## src/rtl/fifo_arb_pkg.sv

```systemverilog
// Shared types and round-robin search helper for the FIFO write/read schedulers.
// Latency: none (types and a pure combinational function).
// Backpressure: n/a.
//
// Contents:
//   arb_state_e  - burst arbiter FSM states (IDLE, BURST)
//   rr_pick_t    - result of a rotate-priority search (found flag + index)
//   rr_pick()    - search req starting one past 'last', wrapping at n
package fifo_arb_pkg;

   typedef enum logic {
      IDLE  = 1'b0,
      BURST = 1'b1
   } arb_state_e;

   // Widest requester vector the shared search supports.
   localparam int RR_MAX_N = 32;
   localparam int RR_IDX_W = 5;
   localparam int RR_CNT_W = RR_IDX_W + 1;

   typedef struct packed {
      logic                found;
      logic [RR_IDX_W-1:0] idx;
   } rr_pick_t;

   // Rotate-priority search: first set bit of req[0..n-1] at or after
   // (last+1) mod n. 'last' must be < n. The loop is fully unrolled; the
   // wrap is a single conditional subtract because last+i < 2n.
   function automatic rr_pick_t rr_pick(input logic [RR_MAX_N-1:0] req,
                                        input logic [RR_IDX_W-1:0] last,
                                        input logic [RR_CNT_W-1:0] n);
      rr_pick_t            res;
      logic [RR_CNT_W-1:0] k;
      logic [RR_CNT_W-1:0] step;
      res = '0;
      for (int i = 1; i <= RR_MAX_N; i++) begin
         step = RR_CNT_W'(i);
         k    = {1'b0, last} + step;
         if (k >= n) begin
            k = k - n;
         end
         if ((step <= n) && !res.found && req[k[RR_IDX_W-1:0]]) begin
            res.found = 1'b1;
            res.idx   = k[RR_IDX_W-1:0];
         end
      end
      return res;
   endfunction

endpackage

```

## src/rtl/rr_arbiter.sv

```systemverilog
// Combinational rotate-priority arbiter: picks the first requester after last_i.
// Latency: 0 cycles (pure combinational).
// Backpressure: none; the caller decides when to register the pick.
//
// Ports:
//   req_i     [N]   request vector
//   last_i    [IW]  index of the previous winner (lowest priority this round)
//   gnt_oh_o  [N]   one-hot winner, all zero when no request
//   gnt_idx_o [IW]  binary winner index (valid when found_o)
//   found_o         at least one request present
module rr_arbiter import fifo_arb_pkg::*; #(
   parameter  int N  = 4,
   localparam int IW = (N > 1) ? $clog2(N) : 1
) (
   input  logic [N-1:0]  req_i,
   input  logic [IW-1:0] last_i,
   output logic [N-1:0]  gnt_oh_o,
   output logic [IW-1:0] gnt_idx_o,
   output logic          found_o
);

   // N must not exceed RR_MAX_N; the shared search is sized for that.
   rr_pick_t pick;

   always_comb begin
      pick = rr_pick(RR_MAX_N'(req_i), RR_IDX_W'(last_i), RR_CNT_W'(N));
   end

   assign found_o   = pick.found;
   assign gnt_idx_o = pick.idx[IW-1:0];

   always_comb begin
      gnt_oh_o = '0;
      for (int i = 0; i < N; i++) begin
         gnt_oh_o[i] = pick.found && (pick.idx == RR_IDX_W'(i));
      end
   end

endmodule

```

## src/rtl/fifo_wr_arbiter.sv

```systemverilog
// Round-robin burst arbiter sharing one FIFO write port among N requesters.
// Latency: request seen in IDLE -> grant and first beat next cycle; one idle bubble between bursts.
// Backpressure: req_ready of the granted requester follows !fifo_full; beats never presented while full.
//
// Ports:
//   clk, rst_n            write-domain clock, async active-low reset
//   req_valid/last [N]    per-requester beat valid and end-of-burst marker
//   req_data [N*DW]       requester i on bits [i*DW +: DW]
//   req_ready [N]         beat accept, only ever set for the granted requester
//   fifo_w_en, fifo_w_data  FIFO write port (data is 0 when not writing)
//   fifo_full             registered full flag from the FIFO
//   grant_id [IW]         current / most recent grant
//   busy                  high while a burst is granted
//   trunc_pulse           one cycle after a burst is cut at MAX_BURST without last
module fifo_wr_arbiter import fifo_arb_pkg::*; #(
   parameter  int N         = 4,
   parameter  int DW        = 8,
   parameter  int MAX_BURST = 16,
   localparam int IW        = (N > 1) ? $clog2(N) : 1,
   localparam int BW        = $clog2(MAX_BURST + 1)
) (
   input  logic            clk,
   input  logic            rst_n,
   input  logic [N-1:0]    req_valid,
   input  logic [N*DW-1:0] req_data,
   input  logic [N-1:0]    req_last,
   output logic [N-1:0]    req_ready,
   output logic            fifo_w_en,
   output logic [DW-1:0]   fifo_w_data,
   input  logic            fifo_full,
   output logic [IW-1:0]   grant_id,
   output logic            busy,
   output logic            trunc_pulse
);

   arb_state_e    state_q,  state_d;
   logic [IW-1:0] grant_q,  grant_d;
   logic [N-1:0]  gnt_oh_q, gnt_oh_d;
   logic [BW-1:0] cnt_q,    cnt_d;
   logic          trunc_q,  trunc_d;

   logic [N-1:0]  pick_oh;
   logic [IW-1:0] pick_idx;
   logic          pick_found;

   logic          g_valid;
   logic          g_last;
   logic [DW-1:0] g_data;
   logic          accept;
   logic [BW-1:0] cnt_inc;

   // The previous grant is the search origin, so the requester that just
   // finished automatically has the lowest priority.
   rr_arbiter #(.N(N)) u_rr (
      .req_i     (req_valid),
      .last_i    (grant_q),
      .gnt_oh_o  (pick_oh),
      .gnt_idx_o (pick_idx),
      .found_o   (pick_found)
   );

   assign g_valid = |(req_valid & gnt_oh_q);
   assign g_last  = |(req_last  & gnt_oh_q);
   assign g_data  = req_data[grant_q*DW +: DW];
   assign cnt_inc = cnt_q + BW'(1);

   always_comb begin
      state_d     = state_q;
      grant_d     = grant_q;
      gnt_oh_d    = gnt_oh_q;
      cnt_d       = cnt_q;
      trunc_d     = 1'b0;
      accept      = 1'b0;
      req_ready   = '0;
      fifo_w_en   = 1'b0;
      fifo_w_data = '0;

      unique case (state_q)
         IDLE: begin
            if (pick_found) begin
               grant_d  = pick_idx;
               gnt_oh_d = pick_oh;
               cnt_d    = '0;
               state_d  = BURST;
            end
         end
         BURST: begin
            // Ready is offered regardless of valid; only full gates it.
            req_ready = fifo_full ? '0 : gnt_oh_q;
            accept    = g_valid && !fifo_full;
            if (accept) begin
               fifo_w_en   = 1'b1;
               fifo_w_data = g_data;
               cnt_d       = cnt_inc;
               // last wins over the cap, so a coinciding cap is a normal exit
               if (g_last) begin
                  state_d = IDLE;
               end else if (cnt_inc == BW'(MAX_BURST)) begin
                  state_d = IDLE;
                  trunc_d = 1'b1;
               end
            end
         end
         default: begin
            state_d = IDLE;
         end
      endcase
   end

   always_ff @(posedge clk or negedge rst_n) begin
      if (!rst_n) begin
         state_q  <= IDLE;
         grant_q  <= IW'(N - 1);
         gnt_oh_q <= {1'b1, {(N-1){1'b0}}};
         cnt_q    <= '0;
         trunc_q  <= 1'b0;
      end else begin
         state_q  <= state_d;
         grant_q  <= grant_d;
         gnt_oh_q <= gnt_oh_d;
         cnt_q    <= cnt_d;
         trunc_q  <= trunc_d;
      end
   end

   assign busy        = (state_q == BURST);
   assign grant_id    = grant_q;
   assign trunc_pulse = trunc_q;

endmodule

```

## config.mk

```make
export PLATFORM = sky130hd
export DESIGN_NAME = fifo_wr_arbiter
export DESIGN_NICKNAME = d
export VERILOG_FILES = /design/src/rtl/fifo_arb_pkg.sv /design/src/rtl/rr_arbiter.sv /design/src/rtl/fifo_wr_arbiter.sv
export SDC_FILE = /design/constraint.sdc
export NUM_CORES = 1
export LEC_CHECK = 0
export ABC_AREA = 1
export CAP_MARGIN = 20
export CORE_MARGIN = 5
export CORE_UTILIZATION = 35
export CTS_BUF_LIST = sky130_fd_sc_hd__clkbuf_4 sky130_fd_sc_hd__clkbuf_8
export DETAILED_ROUTE_END_ITERATION = 10
export DONT_BUFFER_PORTS = 1
export PLACE_DENSITY_LB_ADDON = 0.08
export SLEW_MARGIN = 25
export SYNTH_ARGS = -nofsm -noshare
export SYNTH_HDL_FRONTEND = slang
export SYNTH_HIERARCHICAL = 1
export SYNTH_SLANG_ARGS = --single-unit
```

## constraint.sdc

```tcl
create_clock -name clk -period 2 [get_ports clk]
set_input_delay 0.2 -clock clk [delete_from_list [all_inputs] [get_ports clk]]
set_output_delay 0.2 -clock clk [all_outputs]
set_load 0.1 [all_outputs]
```

==> results of run 1 <==
## logic make-up after synthesis
group           Yosys count
mux                       4
buf+inv                  35
fa+ha+maj                 7
simple gates            130
compound gates           31
flops                    13
## layout make-up
| cell class | count | area share |
|---|---|---|
| tap | 50 | 0.0295 |
| multi-input combinational | 172 | 0.555 |
| clock buffer | 3 | 0.0195 |
| inverter | 29 | 0.0572 |
| clock inverter | 1 | 0.00236 |
| sequential | 13 | 0.159 |
| timing repair buffer | 32 | 0.177 |
## cells in the mapped netlist, types with 2 or more instances
cell / n
nor2_1: 43
nand4_1: 4
a21oi_2: 8
o21ai_0: 8
buf_6: 2
nand2_2: 7
nand2_4: 2
dfstp_2: 3
buf_2: 2
nor2_2: 4
mux2_2: 3
a21oi_1: 3
nand3_1: 15
nand3_2: 7
o21ai_1: 11
inv_2: 9
ha_1: 7
inv_1: 20
dfrtp_1: 10
nand2_1: 46
## state kept, by name, summed over array words and instances, names as in the netlist
register and count:
cnt_q 5, trunc_pulse 1, grant_id 2, busy 1
gnt_oh_q 4
## metrics by stage
| step | cell area (sq um) | util | setup TNS (ns) | instances |
|---|---|---|---|---|
| floorplan | 1550 | - | -2.98 | 220 |
| global route | 2120 | 0.530 | -1.19 | 300 |
| global placement | 1860 | 0.465 | -0.0662 | 290 |
| finish | 2120 | 0.530 | -0.236 | 300 |
| detailed placement | 1860 | 0.465 | -0.488 | 290 |
| CTS | 2000 | 0.500 | -0.125 | 299 |
## timing repair
item                                    CTS  global route
endpoints found under the setup margin   19            20
gates resized for setup                  21            28
buffers inserted                          3             1
hold buffers                              1             0
pin swaps                                 6             7
endpoints found under the hold margin    13             0
cloned                                    1             0
## how the worst min path moves through the flow
stage / endpoint / slack (ns) / cells past startpoint
2_1_floorplan: busy / -0.1 / 0
3_3_place_gp: gnt_oh_q[1] / -0.1 / 0
3_5_place_dp: gnt_oh_q[0] / -0.1 / 0
4_1_cts: trunc_pulse / 0.22 / 3
5_1_grt: trunc_pulse / 0.24 / 3
6_report: trunc_pulse / 0.21 / 3
## worst max-delay path: stages, from the launching register on
cell and delay, ns:
dfstp_4 0.66, inv_6 0.04, ha_4 0.29, inv_4 0.05
nand3_2 0.07, nand3_2 0.09, inv_2 0.09, nand4_1 0.15
nand3_4 0.17, nor2_1 0.06, mux2_4 0.27
## placed cells by master (no fill, tap or decap)
cell type      count
nand2_1           43
nor2_1            38
buf_4             19
inv_1             17
o21ai_2           14
nand3_1           12
buf_12            10
nand2_2            9
dfrtp_1            9
inv_2              8
nor2_2             8
a21oi_4            8
nand3_2            6
ha_1               6
nand4_1            4
mux2_4             4
nand3_4            4
inv_4              3
a21oi_1            3
clkbuf_8           3
nand2_4            2
o21ai_4            2
o21ai_1            2
dfstp_4            2
buf_6              2
or2_2              1
nor3_2             1
nand2_8            1
dfrtp_2            1
clkinv_2           1
dfstp_2            1
dlygate4sd3_1      1
inv_6              1
o21ai_0            1
o211ai_1           1
nor2_4             1
ha_4               1
## metal layers
layer	track usage	vias up	part of all wire
met4	0.0483	0	0.010
met3	0.0257	6	0.060
met5	0	-	0
met1	0.173	681	0.40
li1	-	766	-
met2	0.276	38	0.53
==> metrics.md, run 1 <==
| Metric | Value |
|---|---|
| Final worst slack | -0.0747 ns |
| Simple-gate share of the synthesized area | 0.427 |
| Asr flop ratio synth | 1.00 |
| Setup crit start | grant_id[0] |
| Clk_skew | 0.00444 ns |
| Warnings, synthesis | 6 |
| Final wirelength | 4010 um |
| Synth Area in Adders | 0.0611 |
| Core area | 4000 sq um |
| Largest family of logic cells by synthesized area | simple AND/OR/NAND/NOR gates |
| CTS clk-pin slew, worst paths | 0.06 ns |
| Synth Cell Area | 1430 sq um |
| Initial antenna violation count | 0 |
| Die Height | 74.0 um |
| Sequential fraction of the synthesis area | 0.229 |
| Req. time, crit path | 2.12 ns |
| Proportion of synthesized area in mux cells | 0.0340 |
| RSZ-0062 raised after global routing | yes |
| Compound-Gate Fraction of Synth Area | 0.131 |
| Worst skew pair latency | 0.24 ns |
| Post-synth top flop | dfrtp_1 |
| Rel. slew slack | 0.610 |
| Input/output buffers | 0 |
| Area grow syn2layout | 48.0% |
| Total GRT Usage | 0.149 |
| Maxcap violations | 0 |
| Failing checks | setup timing |
| # DRC | 0 |
| CP endpoint | gnt_oh_q[1] |
| CP max FO | 5 |
| Final Net Count | 301 |
| Worst reg-to-reg setup slack | -0.07 ns |
| Layout filler cell count | 399 |
| H-Tree Depth | 1 |
| CTS Buf Count | 3 |
| Sink Count | 13 |
| Vias post-DR | 1491 |
| Status | complete, but fails checks |
| Post-synth top area share | 0.175 |
| GP Congestion | 0.803 |
| Syn Inst Count | 220 |
| Clock buffer depth | 2 |
| Largest net degree at the start of global routing | 18 |
| Vias/cell | 4.97 |
| # IOs | 60 |
| Flops & latches, synth | 13 |
| Antenna viol nets, final | 0 |
| Routed WL per cell | 13.4 um |
| Post-Synth XOR/XNOR Area | 0 |
| Final HPWL DP | 3170 um |
| CTS tree | done |
| Pins Over Slew Limit | 0 |
| Initial Util | 0.358 |
| Minimum clock period after layout | 2.07 ns |
| Remaining global-route overflow | 0 |
| Die width | 74.0 um |
| Vias in the first global route | 1449 |
| Max Clk Rate | 482 MHz |
| Register area | 338 sq um |
| WHS | 0.214 ns |
| Die area | 5480 sq um |
| Fraction of layout cells with a size suffix above 1 | 0.452 |
| Tcrit/Tclk final | 1.04 |
| Site Rows | 23 |
| RR Startpoint | grant_id[0] |
| Distinct cell type count after synthesis | 26 |
| Hold Path Class | input pin to flop |
| Endpoints failing hold | 0 |
| # setup viols final | 5 |
| Largest cells by area after synthesis | dfrtp_1 17%, nand2_1 12%, nor2_1 11% |
| Crit start category | flop |
| Syn nets | 270 |
| Worst-Margin Slew | 0.582 ns |
| Global-route wire length before repair | 6460 um |
| Antenna cells | 0 |
| Drt pass-1 iters | 4 |
| Area of the multi-input gates | 1180 sq um |
| DRT iter0 DRCs | 90 |
| Syn_area_per_cell | 6.52 sq um |
| Synth area leader | dfrtp_1 |
| Register-to-Register Path Depth | 10 |
| RR Endpoint | gnt_oh_q[1] |
| CP Capture Type | flop |
| Clock Root Buffer | clkbuf_8 |
| Setup CP Type | flop to flop |
| WP data arrival | 2.20 ns |
| Critical hold path startpoint | fifo_full |
| EDFF count, synth | 0 |
| Pre-CTS setup slack | -0.0763 ns |
Power of run 1 is not shown: default switching activity piles up to over one toggle a cycle in this logic, so the estimate is an artifact.
==> run 2, diff against run 1 <==
CORE_MARGIN = unset   (was 5)
==> run 2 against run 1 <==
Net effect: the run still ends with setup timing left; setup slack got worse by 0.043 ns; global-route usage rose by 3.6 points; design area rose by 4.6%; sequential cell count did not move; die area fell by 20%; clock-buffer cell count did not move; wire length fell by 1.4%; critical path depth fell by 1; fmax fell by 2.0%; via count rose by 4.0%.
==> metrics.md, run 2 (same netlist as run 1, synthesis figures left out) <==
| Metric | Value |
|---|---|
| Global-route wire length before repair | 6300 um (-2.5%) |
| GP Congestion | 0.860 (+7.1%) |
| WP data arrival | 2.25 ns (+0.05 ns) |
| Initial antenna violation count | 0 (unchanged) |
| Busiest layer in global routing | met2 |
| Antenna viol nets, final | 0 (unchanged) |
| Core area | 3800 sq um (-5.0%) |
| GRT met1 Usage | 0.220 (+0.0470) |
| Met2 Use GR | 0.352 (+0.0765) |
| Slowest CP cell | dfstp_4 |
| Final worst slack | -0.117 ns (-0.0427 ns) |
| Clock buffer depth | 2 (unchanged) |
| Minimum clock period after layout | 2.12 ns (+0.0427 ns) |
| # DRC | 0 (unchanged) |
| # setup viols final | 12 (+7) |
| Final Net Count | 305 (+1.3%) |
| Antenna cells | 0 (unchanged) |
| Die width | 66.0 um (-11%) |
| Rel. slew slack | 0.585 (-0.0256) |
| Input/output buffers | 0 (unchanged) |
| Tcrit/Tclk final | 1.06 (+0.0214) |
| Failing checks | setup timing |
| CTS Buf Count | 3 (unchanged) |
| Crit-path cells | inv_6 > ha_4 > nand3_4 > nand3_4 > nand2_2 > nor2_4 > nand3_4 > nand2_8 > mux2_4 |
| Worst skew pair latency | 0.25 ns (about the same) |
| RSZ-0062 raised after global routing | yes |
| Initial Util | 0.377 (+0.0190) |
| Slowest stage delay, CP | 0.65 ns (about the same) |
| Fraction of layout cells with a size suffix above 1 | 0.484 (+0.0323) |
| CTS clk-pin slew, worst paths | 0.06 ns (about the same) |
| Status | complete, but fails checks |
| # IOs | 60 (unchanged) |
| Max Clk Rate | 472 MHz (-2.0%) |
| GR Util met3 | 0.0155 (-0.0102) |
| Crit start category | flop |
| Routed WL per cell | 13.1 um (-2.0%) |
| Clock Root Buffer | clkbuf_8 |
| Layout filler cell count | 348 (-13%) |
| Vias in the first global route | 1447 (-0.14%) |
| DRT iter0 DRCs | 21 (-77%) |
| CP max FO | 6 (+1) |
| Pins Over Slew Limit | 0 (unchanged) |
| Drt pass-1 iters | 4 (unchanged) |
| CTS tree | done |
| Setup CP Type | flop to flop |
| Worst-Margin Slew | 0.621 ns (+0.0383 ns) |
| Largest net degree at the start of global routing | 18 (unchanged) |
| Most common cell type on the critical path | nand3_4 |
| Vias post-DR | 1551 (+4.0%) |
| Final wirelength | 3960 um (-1.4%) |
| Hold Path Class | input pin to flop |
| H-Tree Depth | 1 (unchanged) |
| Clk_skew | 0.00335 ns (-0.00110 ns) |
| Top reg by flops | cnt_q |
| Remaining global-route overflow | 0 (unchanged) |
| Maxcap violations | 0 (unchanged) |
| Req. time, crit path | 2.13 ns (about the same) |
| Area grow syn2layout | 54.8% |
| Site Rows | 22 (-4.3%) |
| Final HPWL DP | 2940 um (-7.1%) |
| Vias/cell | 5.14 (+3.3%) |
| Sink Count | 13 (unchanged) |
| Most frequent cells in the layout | 43 x nand2_1, 34 x nor2_1, 20 x buf_4 |
| Max reg flops | 5 (unchanged) |
| Die Height | 66.0 um (-11%) |
| WHS | 0.213 ns (-0.000938 ns) |
| Die area | 4360 sq um (-20%) |
| Endpoints failing hold | 0 (unchanged) |
| Commonest non-fill, non-tap cell in the layout | nand2_1 |
| Total GRT Usage | 0.185 (+0.0363) |
| CP Capture Type | flop |
==> run 2: final timing paths <==
check | from | endpoint | slack (ns) | cells past startpoint
worst max register to register | grant_id[0] | gnt_oh_q[0] | -0.12 | 9
worst min-delay path | fifo_full | trunc_pulse | 0.21 | 3
min in group asynchronous | rst_n | trunc_pulse | 0.41 | 1
worst min register to register | cnt_q[4] | cnt_q[4] | 0.54 | 2
worst max-delay path | grant_id[0] | gnt_oh_q[0] | -0.12 | 9
max in group asynchronous | rst_n | busy | 1.15 | 1
==> run 2: area by class of cell <==
type                       count  area, sq um  share of cell area
multi-input combinational    172         1210               0.546
tap                           48         60.1              0.0271
sequential                    13          338               0.152
clock inverter                 1         5.00             0.00225
inverter                      29          126              0.0569
clock buffer                   3         41.3              0.0186
timing repair buffer          36          438               0.197
==> run 2: repair_timing <==
item | in CTS | in global routing
cloned | 0 | 1
buffers inserted | 4 | 3
hold buffers | 1 | 0
pin swaps | 12 | 3
setup endpoints to repair | 20 | 20
gates resized for setup | 38 | 24
endpoints found under the hold margin | 13 | 0
==> run 2: layer usage <==
layer	routed length (um)	vias to the layer above
met5	0	-
met2	2040	51
li1	-	772
met4	101	0
met3	216	10
met1	1600	718
==> run 2: critical path: cells and delay by family, from the launching register on <==
family	cells	cell delay [ns]
flip-flops	1	0.65
adder cells (fa/ha/maj)	1	0.30
AND/OR/NAND/NOR	6	0.68
buffers and inverters	1	0.05
multiplexers	1	0.31
==> run 2: stage by stage <==
step | utilization | worst slack (ns) | TNS, ns | instances | area [sq um]
finish | 0.584 | -0.117 | -0.667 | 302 | 2220
global route | 0.584 | -0.207 | -2.08 | 302 | 2220
CTS | 0.546 | -0.0598 | -0.303 | 298 | 2080
detailed placement | 0.491 | -0.0925 | -0.668 | 289 | 1870
global placement | 0.491 | -0.0208 | -0.0613 | 289 | 1870
floorplan | - | -0.267 | -2.98 | 220 | 1550
Power of run 2 is left out for the same reason.
==> run 3, diff against run 2 <==
ABC_AREA = unset   (was 1)
==> run 3 against run 2 <==
Net effect: core utilization fell by 9.7 points; critical path depth down 1; sequential cell count is the same; the run still ends with setup timing left; highest routed layer unchanged; non-clock buffer count decreased by 1; area after synthesis decreased by 6.1%; via count shrank 25%.
==> metrics.md, run 3 <==
| Metric | Value |
|---|---|
| Synth area leader | dfrtp_1 |
| Power Total | 3.39 mW |
| Post-synth top area share | 0.186 (+0.0114) |
| Minimum clock period after layout | 2.50 ns (+0.383 ns) |
| CTS Buf Count | 3 (unchanged) |
| Remaining global-route overflow | 0 (unchanged) |
| Routed WL per cell | 14.6 um (+11%) |
| Vias post-DR | 1171 (-25%) |
| Fraction of layout cells with a size suffix above 1 | 0.494 (+0.00987) |
| Most frequent cells in the layout | 31 x buf_4, 26 x nand2_1, 10 x mux4_2 |
| Setup CP Type | flop to flop |
| CP Capture Type | flop |
| EDFF count, synth | 0 (unchanged) |
| Commonest non-fill, non-tap cell in the layout | buf_4 |
| Worst vdd rail ir drop | 0.588 mV |
| Max reg flops | 5 (unchanged) |
| Failing checks | setup timing |
| Initial Util | 0.365 (-0.0125) |
| Final wirelength | 3180 um (-20%) |
| Largest net degree at the start of global routing | 15 (-3) |
| CTS tree | done |
| Maxcap violations | 0 (unchanged) |
| Flops & latches, synth | 13 (unchanged) |
| Hold Path Class | input pin to flop |
| Antenna cells | 0 (unchanged) |
| Max Clk Rate | 400 MHz (-15%) |
| Total GRT Usage | 0.160 (-0.0257) |
| Rel. slew slack | 0.604 (+0.0196) |
| Sequential fraction of the synthesis area | 0.244 (+0.0149) |
| Core area | 3690 sq um (-2.9%) |
| Global-route wire length before repair | 5120 um (-19%) |
| Clock Root Buffer | clkbuf_8 |
| Site Rows | 22 (unchanged) |
| Pwr dens | 1880 nW/um^2 |
| Syn_area_per_cell | 9.90 sq um (+52%) |
| Die area | 4100 sq um (-5.9%) |
| Crit start category | flop |
| H-Tree Depth | 1 (unchanged) |
| CP top delay family | multiplexers |
| Distinct cell type count after synthesis | 45 (+73%) |
| Pre-CTS setup slack | -0.554 ns (-0.462 ns) |
| Most frequent cell after synthesis | nand2_1 |
| # IOs | 60 (unchanged) |
| Layout filler cell count | 357 (+2.6%) |
| Most frequent cells after synthesis | 27 x nand2_1, 13 x and2_1, 10 x dfrtp_1, 9 x mux4_2, 7 x ha_1 |
| Area of the multi-input gates | 1040 sq um (-14%) |
| Fin cells | 218 (-28%) |
| Final worst slack | -0.500 ns (-0.383 ns) |
| # setup viols final | 20 (+8) |
| Final Net Count | 221 (-28%) |
| Post-synth top flop | dfrtp_1 |
| Largest cells by area after synthesis | dfrtp_1 19%, mux4_2 15%, nand2_1 7.5% |
| Status | complete, but fails checks |
| Clock buffer depth | 2 (unchanged) |
| Tcrit/Tclk final | 1.25 (+0.191) |
| GP Congestion | 0.861 (+0.13%) |
| Req. time, crit path | 2.17 ns (+0.04 ns) |
| WP data arrival | 2.67 ns (+0.42 ns) |
| Sink Count | 13 (unchanged) |
| Final instance area | 1800 sq um (-19%) |
| Vias in the first global route | 1135 (-22%) |
| Top reg by flops | cnt_q |
| Slowest stage delay, CP | 0.65 ns (about the same) |
| Vias/cell | 5.37 (+4.6%) |
| Die width | 64.0 um (-3.0%) |
| Asr flop ratio synth | 1.00 (unchanged) |
| TNS Setup | -7.48 ns (-6.81 ns) |
| Input/output buffers | 0 (unchanged) |
| Critical path buffers and inverters | 1 (unchanged) |
| Area grow syn2layout | 33.6% |
| Syn Inst Count | 136 (-38%) |
| # DRC | 0 (unchanged) |
| Synth Cell Area | 1350 sq um (-6.1%) |
| Final HPWL DP | 2560 um (-13%) |
| Worst-Margin Slew | 0.591 ns (-0.0293 ns) |
| Worst skew pair latency | 0.24 ns (about the same) |
| Static leakage | 0.817 nW |
| Crit-path cells | inv_6 > ha_4 > mux4_2 > nand2_2 > or3b_4 > nor2b_4 > mux2_4 > mux2i_1 |
| CTS clk-pin slew, worst paths | 0.06 ns (about the same) |
| DP Area | 1690 sq um (-9.6%) |
| Endpoints failing hold | 0 (unchanged) |
| Antenna viol nets, final | 0 (unchanged) |
| Die Height | 64.0 um (-3.0%) |
| CP max FO | 3 (-3) |
| Placed cell count | 210 (-27%) |
| Register area | 340 sq um (+0.74%) |
| Initial antenna violation count | 0 (unchanged) |
| Clk_skew | 0.00359 ns (+0.000239 ns) |
| RSZ-0062 raised after global routing | yes |
| Syn nets | 186 (-31%) |
| Warnings, synthesis | 6 (unchanged) |
| Drt pass-1 iters | 4 (unchanged) |
| Pins Over Slew Limit | 0 (unchanged) |
| DRT iter0 DRCs | 38 (+81%) |
| Slowest CP cell | dfstp_4 |
[run 3: cell type report]
type                    instances  area share
repair buffers                 35       0.161
multi-input cells             114       0.577
well taps                      48      0.0334
clock buffers                   4      0.0271
inverters                       4      0.0125
flip-flops and latches         13       0.189
[run 3: kinds of logic after synthesis]
group           after synthesis  share of synthesized area
mux                          19                      0.248
xor+xnor                      1                    0.00651
fa+ha+maj                     7                     0.0651
buf+inv                       9                     0.0344
simple gates                 64                      0.257
flops                        13                      0.244
compound gates               23                      0.145
[run 3: timing repair]
item / in CTS / in global routing
cloned: 0 / 0
pin swaps: 1 / 0
gates resized for setup: 6 / 3
buffers inserted: 3 / 0
setup endpoints to repair: 20 / 20
hold buffers: 1 / 0
hold endpoints to repair: 13 / 0
[run 3: worst reg2reg max path: stages (launching register included)]
cell	delay (ns)
dfstp_4	0.65
inv_6	0.04
ha_4	0.27
mux4_2	0.50
nand2_2	0.07
or3b_4	0.38
nor2b_4	0.14
mux2_4	0.25
mux2i_1	0.12
[run 3: where the power goes]
part	switching (mW)	internal, mW	total [mW]
combinational	1.47	1.16	2.63
clock	0.0934	0.154	0.248
sequential	0.122	0.386	0.508
total	1.69	1.70	3.39
[run 3: final timing paths]
| kind | start | end | slack [ns] | depth (start not counted) |
|---|---|---|---|---|
| worst min-delay path | req_last[1] | busy | 0.24 | 3 |
| worst max register to register | grant_id[0] | cnt_q[2] | -0.50 | 8 |
| max in group asynchronous | rst_n | busy | 1.15 | 1 |
| min in group asynchronous | rst_n | gnt_oh_q[0] | 0.40 | 1 |
| worst max-delay path | grant_id[0] | cnt_q[2] | -0.50 | 8 |
| worst min register to register | gnt_oh_q[3] | gnt_oh_q[3] | 0.50 | 2 |
[run 3: through the flow]
stage	hold WS, ns	util
floorplan	-0.0956	-
CTS	0.237	0.484
finish	0.243	0.488
detailed placement	-0.0954	0.457
global route	0.254	0.488
global placement	-0.0953	0.457
[run 3: layer usage]
layer	up-vias	part of all wire	GRT usage	wire, um
met3	2	0.070	0.0411	223
met2	51	0.48	0.261	1520
met5	-	0	0	0
met4	0	0.0025	0.0483	8
met1	555	0.45	0.206	1430
li1	563	-	-	-
Note: power is estimated with default switching activity, not from simulation.
